===== src/rtl/branch_resolve_if.sv =====
// Execute-to-fetch branch bus between the EX stage and the branch_resolve unit.
//   master: drives the stall, the branch select, the polarity, the zero flag and both targets;
//           observes the PC, the taken flag, the flush window and the branch count.
//   slave : the branch_resolve unit.
interface branch_resolve_if #(
    parameter int unsigned PC_W  = 16,
    parameter int unsigned CNT_W = 8
);
    logic             Stall_In;
    logic [1:0]       BS_In;
    logic             PS_In;
    logic             Z_In;
    logic [PC_W-1:0]  BrAddr_In;
    logic [PC_W-1:0]  RegAddr_In;
    logic [PC_W-1:0]  PC_O;
    logic [PC_W-1:0]  PC1_O;
    logic             Taken_O;
    logic             Flush_O;
    logic [CNT_W-1:0] BrCount_O;

    modport master (
        output Stall_In, BS_In, PS_In, Z_In, BrAddr_In, RegAddr_In,
        input  PC_O, PC1_O, Taken_O, Flush_O, BrCount_O
    );

    modport slave (
        input  Stall_In, BS_In, PS_In, Z_In, BrAddr_In, RegAddr_In,
        output PC_O, PC1_O, Taken_O, Flush_O, BrCount_O
    );
endinterface


===== src/rtl/branch_resolve.sv =====
// Program counter and branch resolution unit.
// The unit decides whether the branch in EX is taken and redirects the fetch PC.
// After a taken branch it opens a registered flush window, which squashes the
// wrong-path instructions. It also keeps a saturating count of taken branches.
// Ports:
//   CLK   : system clock
//   RESET : synchronous active-high reset
//   bus   : branch_resolve_if.slave
//           inputs : stall, branch select, polarity, zero flag, targets
//           outputs: PC_O (registered), PC1_O (combinational), Taken_O (combinational),
//                    Flush_O (registered), BrCount_O (registered)
module branch_resolve #(
    parameter int unsigned     PC_W         = 16,
    parameter logic [PC_W-1:0] RESET_PC     = '0,
    parameter int unsigned     FLUSH_CYCLES = 2,
    parameter int unsigned     CNT_W        = 8
) (
    input  logic             CLK,
    input  logic             RESET,
    branch_resolve_if.slave  bus
);
    localparam int unsigned FC_W = 3;

    localparam logic [0:0] RUN   = 1'b0;
    localparam logic [0:0] FLUSH = 1'b1;

    localparam logic [FC_W-1:0]  FC_LOAD = FC_W'(FLUSH_CYCLES - 1);
    localparam logic [CNT_W-1:0] CNT_MAX = '1;

    logic [0:0]       state_q, state_d;
    logic [FC_W-1:0]  fc_q, fc_d;
    logic [PC_W-1:0]  pc_q, pc_d;
    logic [CNT_W-1:0] cnt_q, cnt_d;
    logic             taken_c;
    logic [PC_W-1:0]  target_c;

    // Taken decision. The select is ignored during reset and inside the flush window.
    always_comb begin
        taken_c = 1'b0;
        if (!RESET && state_q == RUN) begin
            case (bus.BS_In)
                2'b01:        taken_c = bus.Z_In ^ bus.PS_In;
                2'b10, 2'b11: taken_c = 1'b1;
                default:      taken_c = 1'b0;
            endcase
        end
    end

    assign target_c = (bus.BS_In == 2'b10) ? bus.RegAddr_In : bus.BrAddr_In;

    // Next state for the PC, the flush FSM and the branch counter.
    // A taken branch beats the stall, because the EX instruction is valid.
    always_comb begin
        state_d = state_q;
        fc_d    = fc_q;
        pc_d    = pc_q;
        cnt_d   = cnt_q;

        if (taken_c) begin
            pc_d = target_c;
        end else if (!bus.Stall_In) begin
            pc_d = pc_q + PC_W'(1);
        end

        if (taken_c && cnt_q != CNT_MAX) begin
            cnt_d = cnt_q + CNT_W'(1);
        end

        case (state_q)
            RUN: begin
                if (taken_c) begin
                    state_d = FLUSH;
                    fc_d    = FC_LOAD;
                end
            end
            FLUSH: begin
                if (bus.Stall_In) begin
                    fc_d = fc_q;
                end else if (fc_q == '0) begin
                    state_d = RUN;
                end else begin
                    fc_d = fc_q - FC_W'(1);
                end
            end
            default: state_d = RUN;
        endcase
    end

    // State registers.
    always_ff @(posedge CLK) begin
        if (RESET) begin
            state_q <= RUN;
            fc_q    <= '0;
            pc_q    <= RESET_PC;
            cnt_q   <= '0;
        end else begin
            state_q <= state_d;
            fc_q    <= fc_d;
            pc_q    <= pc_d;
            cnt_q   <= cnt_d;
        end
    end

    assign bus.PC_O      = pc_q;
    assign bus.PC1_O     = pc_q + PC_W'(1);
    assign bus.Taken_O   = taken_c;
    assign bus.Flush_O   = (state_q == FLUSH);
    assign bus.BrCount_O = cnt_q;
endmodule


===== src/flat_wrapper.sv =====
// flat-port wrapper written by rule: the top's interface ports become plain ports
module branch_resolve_flat 
#(
    parameter int unsigned     PC_W         = 16,
    parameter logic [PC_W-1:0] RESET_PC     = '0,
    parameter int unsigned     FLUSH_CYCLES = 2,
    parameter int unsigned     CNT_W        = 8
)
  (CLK, RESET, bus_Stall_In, bus_BS_In, bus_PS_In, bus_Z_In, bus_BrAddr_In, bus_RegAddr_In, bus_PC_O, bus_PC1_O, bus_Taken_O, bus_Flush_O, bus_BrCount_O);
  branch_resolve_if #(.PC_W(PC_W), .CNT_W(CNT_W)) bus_i ();
  input  logic CLK;
  input  logic RESET;
  input wire logic [$bits(bus_i.Stall_In)-1:0] bus_Stall_In;
  input wire logic [$bits(bus_i.BS_In)-1:0] bus_BS_In;
  input wire logic [$bits(bus_i.PS_In)-1:0] bus_PS_In;
  input wire logic [$bits(bus_i.Z_In)-1:0] bus_Z_In;
  input wire logic [$bits(bus_i.BrAddr_In)-1:0] bus_BrAddr_In;
  input wire logic [$bits(bus_i.RegAddr_In)-1:0] bus_RegAddr_In;
  output wire logic [$bits(bus_i.PC_O)-1:0] bus_PC_O;
  output wire logic [$bits(bus_i.PC1_O)-1:0] bus_PC1_O;
  output wire logic [$bits(bus_i.Taken_O)-1:0] bus_Taken_O;
  output wire logic [$bits(bus_i.Flush_O)-1:0] bus_Flush_O;
  output wire logic [$bits(bus_i.BrCount_O)-1:0] bus_BrCount_O;
  assign bus_i.Stall_In = bus_Stall_In;
  assign bus_i.BS_In = bus_BS_In;
  assign bus_i.PS_In = bus_PS_In;
  assign bus_i.Z_In = bus_Z_In;
  assign bus_i.BrAddr_In = bus_BrAddr_In;
  assign bus_i.RegAddr_In = bus_RegAddr_In;
  assign bus_PC_O = bus_i.PC_O;
  assign bus_PC1_O = bus_i.PC1_O;
  assign bus_Taken_O = bus_i.Taken_O;
  assign bus_Flush_O = bus_i.Flush_O;
  assign bus_BrCount_O = bus_i.BrCount_O;
  branch_resolve #(.PC_W(PC_W), .RESET_PC(RESET_PC), .FLUSH_CYCLES(FLUSH_CYCLES), .CNT_W(CNT_W)) u_core (.CLK(CLK), .RESET(RESET), .bus(bus_i));
endmodule

===== config.mk =====
export PLATFORM = sky130hd
export DESIGN_NAME = branch_resolve_flat
export DESIGN_NICKNAME = d
export VERILOG_FILES = /design/src/rtl/branch_resolve_if.sv /design/src/rtl/branch_resolve.sv /design/src/flat_wrapper.sv
export SDC_FILE = /design/constraint.sdc
export NUM_CORES = 1
export LEC_CHECK = 0
export BUFFER_PORTS_ARGS = -buffer_cell sky130_fd_sc_hd__buf_2
export CAP_MARGIN = 0
export CORE_MARGIN = 3
export CORE_UTILIZATION = 45
export DETAILED_ROUTE_END_ITERATION = 10
export GPL_ROUTABILITY_DRIVEN = 0
export PLACE_DENSITY = 0.76
export SLEW_MARGIN = 20
export SYNTH_ARGS = -nofsm -noshare
export SYNTH_HDL_FRONTEND = slang
export SYNTH_SLANG_ARGS = --single-unit

===== constraint.sdc =====
create_clock -name CLK -period 3.3 [get_ports CLK]
set_input_delay 0.495 -clock CLK [delete_from_list [all_inputs] [get_ports CLK]]
set_output_delay 0.495 -clock CLK [all_outputs]
set_load 0.01 [all_outputs]

* Word-level counts from Yosys, hierarchy flattened
Index checks and enable logic that the tools add are counted.
** Storage, ports and cells
- Logic and storage cells :: 36
- Output and inout port bits :: 42
- Bits in registers :: 28
- Input port bits :: 39
** Operators by class
- Add/subtract/negate cells :: 3
- Equality and inequality tests :: 8
- Bitwise gates (word level) :: 2
- Reductions and logical operators :: 6
- Multiplexer cells :: 13
** Operators by type and width (number)
- $mux 16 :: 3
- $add 16x1->16 const B :: 1
- $mux 3 :: 3
- $add 8x1->8 const B :: 1
- $ne 8x8->1 const B :: 1
- $pmux 3 s2 :: 1
- $eq 2x2->1 const B :: 2
- $mux 1 :: 4
- $ne 2x1->1 const B :: 2
- $ne 2x2->1 const B :: 2
- $pmux 1 s2 :: 2
- $logic_not 3->1 :: 1
- $reduce_and 3->1 :: 1
- $sub 3x1->3 const B :: 1
- $eq 2x1->1 const B :: 1
- $logic_and 1x1->1 :: 2
- $reduce_or 2->1 :: 1
- $logic_not 1->1 :: 1
- $not 1->1 :: 1
- $xor 1x1->1 :: 1

* Longest topological paths before layout
Gate-level depths: netlist of the first run.
- Depth after elaboration :: 6
- Mapped depth :: 8
- Mapped depth without buffers :: 7

* Worst setup path before layout of the first run
Ideal clock, no wire load.
- Kind :: reg-to-output
- Start :: register u_core.pc_q[0], in the netlist u_core.bus.PC_O[0]
- End :: output bus_PC1_O[14]
- Arrival :: 1.645 ns
- Required time :: 2.805 ns
- Cell stages (with the launch flop) :: 6
- Path buffers :: 0
- Path slack :: 1.160 ns
- Cell sequence :: dfxtp_1 ha_1 nand3_1 or2_1 nor3_1 xor2_1
** Between the ends
- Longest elaborated chain between the ends :: 1
** RTL lines
- start, declared :: line branch_resolve.sv:32 : logic [PC_W-1:0] pc_q, pc_d;
- start signal, assigned :: line branch_resolve.sv:99 : pc_q <= pc_d;
- $add 16x1->16 :: line branch_resolve.sv:105 : assign bus.PC1_O = pc_q + PC_W'(1);
- end, declared :: line flat_wrapper.sv:20 : output wire logic [$bits(bus_i.PC1_O)-1:0] bus_PC1_O;
Every way passes these cells.

* Final worst setup path of the first run
Same ends and word-level chain as after synthesis.

==> results of run 1 <==
## per-layer routing
layer | global-route usage | vias up | part of all wire
met4 | 0.02714 | 0 | 0.0060
met5 | 0 | - | 0
met1 | 0.2541 | 822 | 0.47
met2 | 0.3122 | 68 | 0.45
met3 | 0.04067 | 6 | 0.071
li1 | - | 949 | -
## cells in the mapped netlist (all sizes together), types with 4 or more instances
master and n:
a211oi 28, dfxtp 28, xnor2 19, nor2 15, nor2b 14, inv 12, buf 11, nand2 10
nor3 9, xor2 9, nand3 8, a21oi 7, clkbuf 5, mux2i 5, o21ai 5, ha 4
nand4 4, nor4 4
## area by class of cell
class	count	area share
well taps	50	0.02606
inverters	12	0.01876
repair buffers	84	0.1793
flip-flops and latches	28	0.2335
clock buffers	3	0.01720
multi-input cells	169	0.5253
## critical path, stage by stage, from the launching register on
cell and delay (ns):
sky130_fd_sc_hd__dfxtp_1 0.48, sky130_fd_sc_hd__ha_1 0.28, sky130_fd_sc_hd__nand3_1 0.17, sky130_fd_sc_hd__or2_1 0.32, sky130_fd_sc_hd__nor3_1 0.25, sky130_fd_sc_hd__xor2_1 0.16
sky130_fd_sc_hd__buf_2 0.14
## logic make-up (layout without fill, tap and decap cells)
family / after synthesis / in the layout / share of synthesized area
xor+xnor: 28 / 28 / 0.1267
mux: 5 / 5 / 0.02586
compound gates: 53 / 53 / 0.2081
fa+ha+maj: 4 / 4 / 0.02586
flops: 28 / 28 / 0.2896
simple gates: 79 / 79 / 0.2592
buf+inv: 28 / 99 / 0.06464
## stage by stage
step	utilization	power [µW]	hold WS, ns	cell area [µm²]	setup WS (ns)
final	0.5876	828.8	0.4825	2401	0.7372
after global routing	0.5876	877.3	0.5279	2401	0.5251
after CTS	0.5876	835.8	0.4873	2401	0.7078
after detailed placement	0.5775	648.5	0.4746	2360	1.032
after global placement	0.5775	643.4	0.4567	2360	1.095
after floorplan	-	555.7	0.4450	1936	1.160
## state kept, by name (all words and copies together) (netlist names)
name,cells
u_core.bus.PC_O,16
u_core.fc_q,3
u_core.bus.Flush_O,1
u_core.bus.BrCount_O,8
## where the power goes
| group | total, µW | internal, µW | switching [µW] |
|---|---|---|---|
| combinational | 232 | 110 | 122 |
| clock | 190 | 82.2 | 108 |
| sequential | 407 | 363 | 43.5 |
| total | 829 | 555 | 274 |
## worst max path at each step
stage | end | slack, ns | cells after the start
finish | bus_PC1_O[14] | 0.74 | 6
global route | bus_PC1_O[14] | 0.53 | 6
CTS | bus_PC1_O[14] | 0.71 | 6
detailed placement | bus_PC1_O[14] | 1.03 | 6
global placement | bus_PC1_O[14] | 1.10 | 6
floorplan | bus_PC1_O[14] | 1.16 | 5
## cells in the final DEF, fill, tap and decap left out, types with 5 or more instances in the layout
cell type                   n
sky130_fd_sc_hd__a21oi_1    7
sky130_fd_sc_hd__nor2b_1   13
sky130_fd_sc_hd__inv_1     11
sky130_fd_sc_hd__nor2_1    15
sky130_fd_sc_hd__nand2_1   10
sky130_fd_sc_hd__o21ai_0    5
sky130_fd_sc_hd__xor2_1     9
sky130_fd_sc_hd__dfxtp_1   28
sky130_fd_sc_hd__xnor2_1   19
sky130_fd_sc_hd__a211oi_1  23
sky130_fd_sc_hd__a211oi_2   5
sky130_fd_sc_hd__mux2i_1    5
sky130_fd_sc_hd__nand3_1    8
sky130_fd_sc_hd__buf_2     80
sky130_fd_sc_hd__nor3_1     9
==> impl.org, run 1 <==
** Status
- The run finished with clean final reports.

** Synth
- Largest area contributor in the netlist :: sky130_fd_sc_hd__dfxtp_1
- Synth area leaders :: sky130_fd_sc_hd__dfxtp_1 29%, sky130_fd_sc_hd__a211oi_1 8.9%, sky130_fd_sc_hd__xnor2_1 8.6%, sky130_fd_sc_hd__nor2b_1 4.5%, sky130_fd_sc_hd__xor2_1 4.1%
- Main flop type after synthesis :: sky130_fd_sc_hd__dfxtp_1
- Netlist area before placement :: around 1900 µm²
- In this run, synthesis inferred 0 flip-flops with an integrated enable.
- Flop and latch count out of synthesis :: 28
- Yosys cell types :: 44
- Synthesis handed over a netlist of 225 instances.
- After synthesis, the mean cell area works out to about 8.6 µm².
- For this run, the number of Yosys warnings is 0.
- Sequential area share after synthesis :: 0.2896
- In the synthesized netlist the async set-or-reset flop fraction comes to 0.
- The number of nets handed over by synthesis was between 200 and 300.
- Post-synth top area share :: 0.2896

** Worst setup path
- In this run the register-to-register setup slack is 1.46 ns.
- Kind of critical path :: register to output pin
- Origin of the critical flop-to-flop path :: u_core.bus.Flush_O$_SDFF_PP0_
- Depth of the worst register-to-register path :: 5
- Largest fanout on the critical path :: 6
- Crit. Startpoint :: u_core.bus.PC_O[0]$_SDFFE_PP0P_
- STA classifies the critical path startpoint as a register.
- Endpoint type of the worst setup path :: output pin
- At the worst endpoint, the required time is between 2 and 3 ns.
- Arrival time worst endpoint :: 2.07 ns
- The worst register-to-register path ends at u_core.bus.PC_O[15]$_SDFFE_PP0P_.

** Layout
- Nets@finish :: 341
- In the final layout, the share of cells above drive strength 1 is 0.3547.
- Multi-input gate area :: about 1300 µm²
- Final Instance Count excl. Fillers :: 346
- The layout has between 300 and 400 filler cells.
- The sequential cells in the finished layout cover a total of 560.5 µm².
- Area added between synthesis and finish :: 24.05%
- The repair_antennas step left the layout with diodes totalling 0.

** Floorplan
- Effective utilization at floorplan :: 0.4737
- The die covers 5124 µm².
- During I/O placement, the number of pins put on the boundary was between 80 and 90.
- The core region is roughly 4000 µm².
- Die Ht :: about 72 µm
- Die width :: about 70 µm
- Cell row count :: 23

** Clock network
- Number of sinks driven by the clock tree :: 28
- Inserted Clock Buffers :: 3
- # hold bufs at CTS :: 0
- At the later pin of the worst-skew pair, clock insertion delay measures between 0.2 and 0.3 ns.
- TritonCTS clock tree :: built
- After clock tree synthesis, the clock-pin slew on the worst setup and hold paths is approximately 0.09 ns.
- # Post-CTS Setup Buffers :: 0
- The root buffer cell chosen for the clock tree is sky130_fd_sc_hd__clkbuf_8.
- Quantity of gates resized following cts :: 0
- In this run the number of H-tree levels came out at 1.
- Maximum count of clock buffers along a single path :: 2

** STA
- The number of slew-limit violations in the final report is 0.
- Total of endpoints with negative setup slack in the final report :: 0
- Setup Total Neg Slack :: 0 ns
- In this run the tightest slew margin relative to its limit is 0.6269.
- Setup repair after global routing left no endpoint under its margin.
- The final hold violation count was 0.
- For the final database, setup skew stands at 0.001685 ns.
- Actual slew at the worst max-slew pin :: between 0.5 and 0.6 ns
- The clock period could shrink to between 2 and 3 ns.
- Period utilisation layout :: 0.7766
- Peak Freq :: 0.3902 GHz

** Run
- Across the run, the number of max-cap violations was 0.

** Power
- Worst IR Drop VDD :: roughly 270 µV
- Leak :: ~0.0010 µW
- For this design the ratio of total power to cell area is between 300 and 400 nW/µm².

** Drt
- In this run the remaining antenna-violating nets after routing total 0.
- Detailed routing inserted a total of between 1,500 and 2,000 vias.
- The final layout contains routed wiring with a total length of approximately 4700 µm.
- First drt pass iteration count :: 4
- DRC viols :: 0
- Average wire per cell in the routed design :: roughly 14 µm
- Via density per instance :: 5.332
- Initial drt markers :: 58

** Global routing
- The first global-routing pass estimated approximately 7900 µm of wire.
- The number of global-route vias before repair was around 1,700.
- Maximum number of pins on one net before global-route repair :: 27
- Congestion Overflow GR :: 0
- GR Util All Layers :: 0.1873
- Initial antenna violation count :: 0

** Place
- Number of cells in the design after placement :: between 300 and 400
- Number of port buffers :: 80
- The HPWL after detailed placement is between 3000 and 4000 µm.

** Hold path
- The worst hold path was traced through 2 stages.
- Hold_sp :: u_core.fc_q[0]$_SDFFE_PP0P_
- The path with the worst hold slack has its endpoint at u_core.fc_q[0]$_SDFFE_PP0P_.
- Hold crit path type :: register to register
No activity file was read; power rests on OpenSTA's default activity.
==> run 2, diff against run 1 <==
Settings changed: CORE_UTILIZATION 45 to 43.
Clock period 3.3 ns to 2.1 ns, I/O delays scaled along.
==> run 2 against run 1 <==
Effect of this change:
- combinational power up 72%
- hold slack worse by 0.12 ns
- cell count up 1.7%
- die area up 4.2%
- global-route usage down 0.72 points
- sequential power up 56%
- via count up 1.7%
- clock skew up 0.0084 ns
- critical path depth unchanged
- clock power up 120%
- setup slack worse by 0.64 ns
- non-clock buffer count up 5
- largest cell class unchanged
==> impl.org, run 2 (synthesis gave the netlist of run 1 again) <==
** STA
- Setup repair after global routing left no endpoint under its margin.
- Final setup skew :: 0.01009 ns (+0.008407 ns)
- Dividing the final minimum period by the clock period gives 0.9514.
- The post-route worst setup slack is 0.1021 ns (-0.6351 ns).
- Tightest hold margin :: 0.3583 ns (-0.1241 ns)
- The total negative slack was 0 ns (unchanged).
- Total of endpoints with negative setup slack in the final report :: 0 (unchanged)
- The relative slew slack came to 0.6620 (+0.03505).
- Max-slew violation total from the final report :: 0 (unchanged)
- The clock period could shrink to 1.998 ns.
- The final hold violation count was 0 (unchanged).
- The slew at the pin closest to its max-slew limit is 0.5032 ns (-0.05392 ns).
- Peak Freq :: around 0.5 GHz

** Worst setup path
- The worst setup path is launched from a register.
- Arrival time worst endpoint :: 1.68 ns (-0.39 ns)
- The depth of the worst register-to-register path came to 7 (+2).
- On the critical path, the stage with the largest delay is an instance of sky130_fd_sc_hd__dfxtp_2.
- Endpoint type of the worst setup path :: output pin
- Crit. Startpoint :: u_core.bus.PC_O[0]$_SDFFE_PP0P_
- Origin of the critical flop-to-flop path :: u_core.fc_q[0]$_SDFFE_PP0P_
- Largest fanout on the critical path :: 4 (-2)
- Reg2Reg Setup Slack :: 0.40 ns (-1.06 ns)
- The total buffers and inverters traversed by the critical path came to 1 (unchanged).
- In this run the critical register-to-register path is captured at u_core.fc_q[1]$_SDFFE_PP0P_.
- Critical-path cell list :: ha_4 -> nand3_2 -> or2_4 -> nor3_2 -> xor2_1 -> buf_2
- The longest individual stage delay on the worst path was 0.36 ns (-0.12 ns).
- The required time at the endpoint of the critical path was 1.78 ns (-1.02 ns).
- Kind of critical path :: register to output pin
- Largest delay share family, worst path :: simple AND/OR/NAND/NOR gates

** Clock network
- TritonCTS clock tree :: built
- Number of sinks driven by the clock tree :: 28 (unchanged)
- Clk_lat worst skew :: 0.28 ns (about the same)
- Clock transition time at the flip-flop clock pins of the worst setup and hold paths :: 0.10 ns (about the same)
- The maximum clock path buffer count was 2 (unchanged).
- The number of levels the H-tree was split into came to 1 (unchanged).
- The number of buffers inserted during clock tree synthesis is 3 (unchanged).
- The cell sitting at the root of the clock tree is a sky130_fd_sc_hd__clkbuf_8.
- The number of buffers inserted for hold repair after clock tree synthesis was 0 (unchanged).

** Hold path
- Hold crit path type :: input port to register
- The worst hold path terminates at u_core.bus.PC_O[2]$_SDFFE_PP0P_.
- Min-Delay Path Depth :: 3 (+1)
- Hold_sp :: bus_BrAddr_In[2]

** Floorplan
- Core region area :: 4173 µm² (+2.1%)
- Effective utilization at floorplan :: 0.4639 (-0.009800)
- The number of top-level pins was 81 (unchanged).
- The site row count is 23 (unchanged).
- The x dimension of the die is 73.09 µm (+2.1%).
- The die outline height came to 73.09 µm (+2.1%).
- Area of the die :: 5342 µm² (+4.2%)

** Layout
- Layout cell share with drive strength beyond 1 :: 0.4139 (+0.05918)
- Most common cell after layout, fill and taps aside :: sky130_fd_sc_hd__buf_2
- The number of nets in the final layout came to 346 (+1.5%).
- The fraction of the core area covered by cells at the end of the flow was 0.6030 (+0.01543).
- Fill count :: 377 (-1.0%)
- The design area is 2516 µm² (+4.8%).
- Ant diodes :: 0 (unchanged)
- Commonest cells after routing, fill and taps aside :: 80 x sky130_fd_sc_hd__buf_2, 23 x sky130_fd_sc_hd__a211oi_1, 19 x sky130_fd_sc_hd__xnor2_1, 19 x sky130_fd_sc_hd__dfxtp_1, 14 x sky130_fd_sc_hd__nor2_1
- Relative to the synthesized area, the layout overhead comes to 29.99%.
- Max reg flops :: 16 (unchanged)

** Drt
- The per-cell via count in the routed design was 5.330 (about the same).
- Uppermost layer routed :: met4
- The DRC violations left was 0 (unchanged).
- The number of detailed-route iterations in the first pass came to 4 (unchanged).
- The final wirelength is 4620 µm (-1.8%).
- The overall via count from detail_route is 1,876 (+1.7%).
- Average wire per cell in the routed design :: 13.13 µm (-3.5%)
- The post-detailed-route count of antenna-violating nets came to 0 (unchanged).
- Initial drt markers :: 79 (+36%)
- M1 WL :: 2155 µm (-2.8%)
- Routed met2 length :: 2099 µm (-1.1%)
- Detail Route met3 WL :: 302 µm (-9.9%)

** Global routing
- The number of global-route vias before repair came to 1,687 (+0.42%).
- GR Util All Layers :: 0.1801 (-0.007224)
- The initial antenna violation count was 0 (unchanged).
- Congestion Overflow GR :: 0 (unchanged)
- Wire length of the first global-routing pass :: 7769 µm (-1.3%)
- Maximum number of pins on one net before global-route repair :: 30 (+11%)

** Place
- The total of buffers placed on input and output ports was 80 (unchanged).
- The placement-stage worst setup slack came to 0.2316 ns (-0.8002 ns).
- Placement Cell Area :: 2397 µm² (+1.6%)
- Detail Placement HPWL :: 3497 µm (-0.60%)

** Power
- The power per standard cell area came to 577.1 nW/µm² (+67%).
- The leakage component of the power came to 0.001087 µW (+4.2%).
- Worst IR Drop VDD :: 352.3 µV (+32%)

** Status
- Run status :: complete, no violations

** Run
- The number of violations of the max-capacitance limit came to 0 (unchanged).
## run 2: cell type report
type	instances	area [µm²]	share of cell area
clock buffer	3	41.29	0.01641
tap	50	62.56	0.02486
multi-input combinational	169	1297	0.5157
timing repair buffer	89	467.9	0.1860
inverter	12	45.04	0.01790
clock inverter	1	30.03	0.01193
sequential	28	571.8	0.2273
## run 2: through the flow
| step | power, µW | cells |
|---|---|---|
| 6_report | 1452 | 352 |
| 3_3_place_gp | 1025 | 348 |
| 3_5_place_dp | 1032 | 348 |
| 2_1_floorplan | 873.2 | 225 |
| 4_1_cts | 1456 | 352 |
| 5_1_grt | 1538 | 352 |
## run 2: power by group
| part | internal (µW) | total (µW) | switching (µW) |
|---|---|---|---|
| clock | 255 | 420 | 165 |
| combinational | 190 | 398 | 207 |
| sequential | 576 | 634 | 58.4 |
## run 2: timing repair
action	CTS	global route
hold endpoints to repair	0	0
buffers inserted	0	0
resized for setup	3	13
setup endpoints to repair	1	7
## run 2: per-layer routing
| metal | vias to the layer above | global-route usage |
|---|---|---|
| met3 | 6 | 0.02204 |
| met5 | - | 0 |
| met1 | 837 | 0.2555 |
| li1 | 971 | - |
| met2 | 62 | 0.2830 |
| met4 | 0 | 0.05533 |
## run 2: worst max path at each step
| stage | end | slack [ns] | cells past startpoint |
|---|---|---|---|
| finish | bus_PC1_O[14] | 0.10 | 6 |
| global route | bus_PC1_O[15] | 0.009 | 6 |
| CTS | bus_PC1_O[14] | 0.008 | 6 |
| detailed placement | bus_PC1_O[14] | 0.23 | 6 |
| global placement | bus_PC1_O[14] | 0.24 | 6 |
| floorplan | bus_PC1_O[14] | 0.14 | 5 |
## run 2: worst min-delay path: stages
cell and delay (ns):
sky130_fd_sc_hd__buf_2 0.09, sky130_fd_sc_hd__mux2i_1 0.11, sky130_fd_sc_hd__a211oi_1 0.08
==> run 3, diff against run 2 <==
Settings changed: BUFFER_PORTS_ARGS -buffer_cell sky130_fd_sc_hd__buf_2 to not set, CORE_UTILIZATION 43 to 45, DONT_BUFFER_PORTS set to 1, GPL_TIMING_DRIVEN set to 0, PLACE_DENSITY 0.76 to not set.
==> run 3 against run 2 <==
Effect of this change:
- non-clock buffer count is 73 lower
- setup slack lost 0.0030 ns
- cell count fell by 21%
- sequential share of layout area grew 4.1 points
- die area down 4.1%
- flip-flop and latch count unchanged
- first-iteration DRC count decreased by 18%
- hold slack lost 0.098 ns
- critical endpoint unchanged
==> impl.org, run 3 (synthesis gave the netlist of run 1 again) <==
** Status
- Run status :: complete, no violations

** Layout
- The multi-input logic area was 1323 µm² (+1.9%).
- The total area of sequential cells came to 571.8 µm² (unchanged).
- Compared with the post-synthesis result, the final layout area differs by 10.08%.
- Fill count :: 412 (+9.3%)
- Layout cell share with drive strength beyond 1 :: 0.2018 (-0.2122)
- The design area came to 2131 µm² (-15%).
- Commonest cells after routing, fill and taps aside :: 23 x sky130_fd_sc_hd__a211oi_1, 23 x sky130_fd_sc_hd__dfxtp_1, 17 x sky130_fd_sc_hd__xnor2_1
- The number of nets in the final layout is 273 (-21%).
- Max reg flops :: 16 (unchanged)
- The fraction of the core area covered by cells at the end of the flow was 0.5214 (-0.08157).

** Floorplan
- Cell row count :: 23 (unchanged)
- The die outline height was 71.59 µm (-2.1%).
- Top-level I/O count :: 81 (unchanged)
- The full die area is 5124 µm² (-4.1%).
- Die width :: 71.59 µm (-2.1%)
- The initial cell density of the core came to 0.4737 (+0.009800).
- Core region area :: 4086 µm² (-2.1%)

** STA
- Actual slew at the worst max-slew pin :: 0.5368 ns (+0.03363 ns)
- Setup Total Neg Slack :: 0 ns (unchanged)
- Total of endpoints with negative setup slack in the final report :: 0 (unchanged)
- The number of slew-limit violations in the final report was 0 (unchanged).
- The post-route worst setup slack was 0.09913 ns (-0.003015 ns).
- The post-route minimum period was 2.001 ns (+0.003015 ns).
- Period utilisation layout :: 0.9528 (+0.001436)
- The maximum operating frequency was 0.4998 GHz (-0.15%).
- The relative slew slack was 0.6421 (-0.01984).
- The final hold violation count was 0 (unchanged).
- The clock skew after layout was 0.004131 ns (-0.005962 ns).

** Worst setup path
- The data arrival time at the worst-slack endpoint was 1.69 ns (about the same).
- In this run the critical register-to-register path is launched from u_core.bus.Flush_O$_SDFF_PP0_.
- STA classifies the critical path endpoint as an output pin.
- The slowest stage of the critical path belongs to the cell sky130_fd_sc_hd__dfxtp_4.
- Largest fanout on the critical path :: 6 (+2)
- Crit. Startpoint :: u_core.bus.PC_O[0]$_SDFFE_PP0P_
- Kind of critical path :: register to output pin
- The critical path goes through ha_4 -> nand3_2 -> or2_4 -> nor3_4 -> xor2_2.
- The required time at the endpoint of the critical path is 1.78 ns (about the same).
- CP peak stage delay :: 0.43 ns (+0.07 ns)
- STA classifies the critical path startpoint as a register.

** Place
- The placement-stage worst setup slack was -0.05413 ns (-0.2857 ns).
- Number of port buffers :: 0 (-100%)
- The area after detailed placement came to 1998 µm² (-17%).
- The half-perimeter wire length of the detailed placement result was 3671 µm (+5.0%).

** Drt
- Via density per instance :: 5.742 (+7.7%)
- The overall via count from detail_route was 1,602 (-15%).
- DRC viols :: 0 (unchanged)
- The number of detailed-route iterations in the first pass was 4 (unchanged).
- The post-detailed-route count of antenna-violating nets is 0 (unchanged).
- The detailed router's first-iteration violation count is 65 (-18%).
- The final wirelength was 4812 µm (+4.2%).
- Average wire per cell in the routed design :: 17.25 µm (+31%)

** Global routing
- The maximum number of pins on one net before global-route repair is 15 (-50%).
- The residual overflow from global routing is 0 (unchanged).
- The initial antenna violation count was 1 (+1).
- GR Util All Layers :: 0.1911 (+0.01100)
- Via count of the first global-routing pass :: 1,522 (-9.8%)
- Wire length of the first global-routing pass :: 7790 µm (+0.27%)

** Clock network
- The cell sitting at the root of the clock tree is a sky130_fd_sc_hd__clkbuf_8.
- TritonCTS clock tree :: built
- Quantity of gates resized following cts :: 14 (+11)
- Inserted Clock Buffers :: 3 (unchanged)
- The clock slew seen by the registers of the worst setup and hold paths was 0.09 ns (about the same).
- # hold bufs at CTS :: 0 (unchanged)
- Number of sinks driven by the clock tree :: 28 (unchanged)
- The total setup buffers inserted after CTS is 0 (unchanged).
- Clk_lat worst skew :: 0.27 ns (about the same)
- Maximum count of clock buffers along a single path :: 2 (unchanged)
- The number of levels the H-tree was split into was 1 (unchanged).

** Power
- The overall power after layout was 1235 µW (-15%).
- Worst IR Drop VDD :: 335.8 µV (-4.7%)
- The power per standard cell area is 579.5 nW/µm² (+0.41%).
- The leakage component of the power is 0.0007501 µW (-31%).

** Hold path
- Hold_sp :: bus_BrAddr_In[0]
- The path class of the tightest hold or removal check is input port to register.

** Run
- Max-cap violations :: 0 (unchanged)
## run 3: changes by cell type in the layout (fill, tap and decap cells not counted), sizes merged
cell / before / now
bufinv: 1 / 0
clkbuf: 3 / 9
diode: 0 / 1
buf: 89 / 10
## run 3: per-layer routing
metal / track usage / wire, µm / up-vias
met5: 0 / 0 / -
met4: 0.05010 / 41 / 0
met3: 0.04628 / 314 / 4
met2: 0.3071 / 2266 / 43
met1: 0.2569 / 2189 / 733
li1: - / - / 822
## run 3: worst max-delay path: cells and delay by family (launching register included)
family / cells / cell delay, ns
adders and majority gates: 1 / 0.18
DFF: 1 / 0.43
and+or+nand+nor: 3 / 0.60
xor gates and xnor gates: 1 / 0.20
## run 3: report_power, final
group | internal [µW] | leakage [µW] | switching, µW
clock network | 129 | 0.0000216 | 165
logic | 119 | 0.000497 | 159
registers | 574 | 0.000232 | 88.5
total | 822 | 0.000750 | 413
## run 3: path summary, 6_finish.rpt
path                                      to  slack [ns]  cells past startpoint
min          u_core.bus.PC_O[0]$_SDFFE_PP0P_        0.26                      2
max                            bus_PC1_O[14]         0.1                      5
min reg2reg      u_core.fc_q[0]$_SDFFE_PP0P_        0.47                      2
max reg2reg  u_core.bus.PC_O[7]$_SDFFE_PP0P_        0.24                      5
## run 3: final cells by class
cell class,instances,share of cell area
buffer,16,0.03993
clock buffer,3,0.01938
tap,50,0.02936
sequential,28,0.2684
inverter,12,0.02114
multi-input combinational,169,0.6207
antenna,1,0.001174
## run 3: stage by stage
step,hold slack [ns],cells
after floorplan,0.4450,225
after global placement,0.4599,275
after detailed placement,0.4637,275
after CTS,0.2576,278
after global routing,0.2699,279
final,0.2603,279
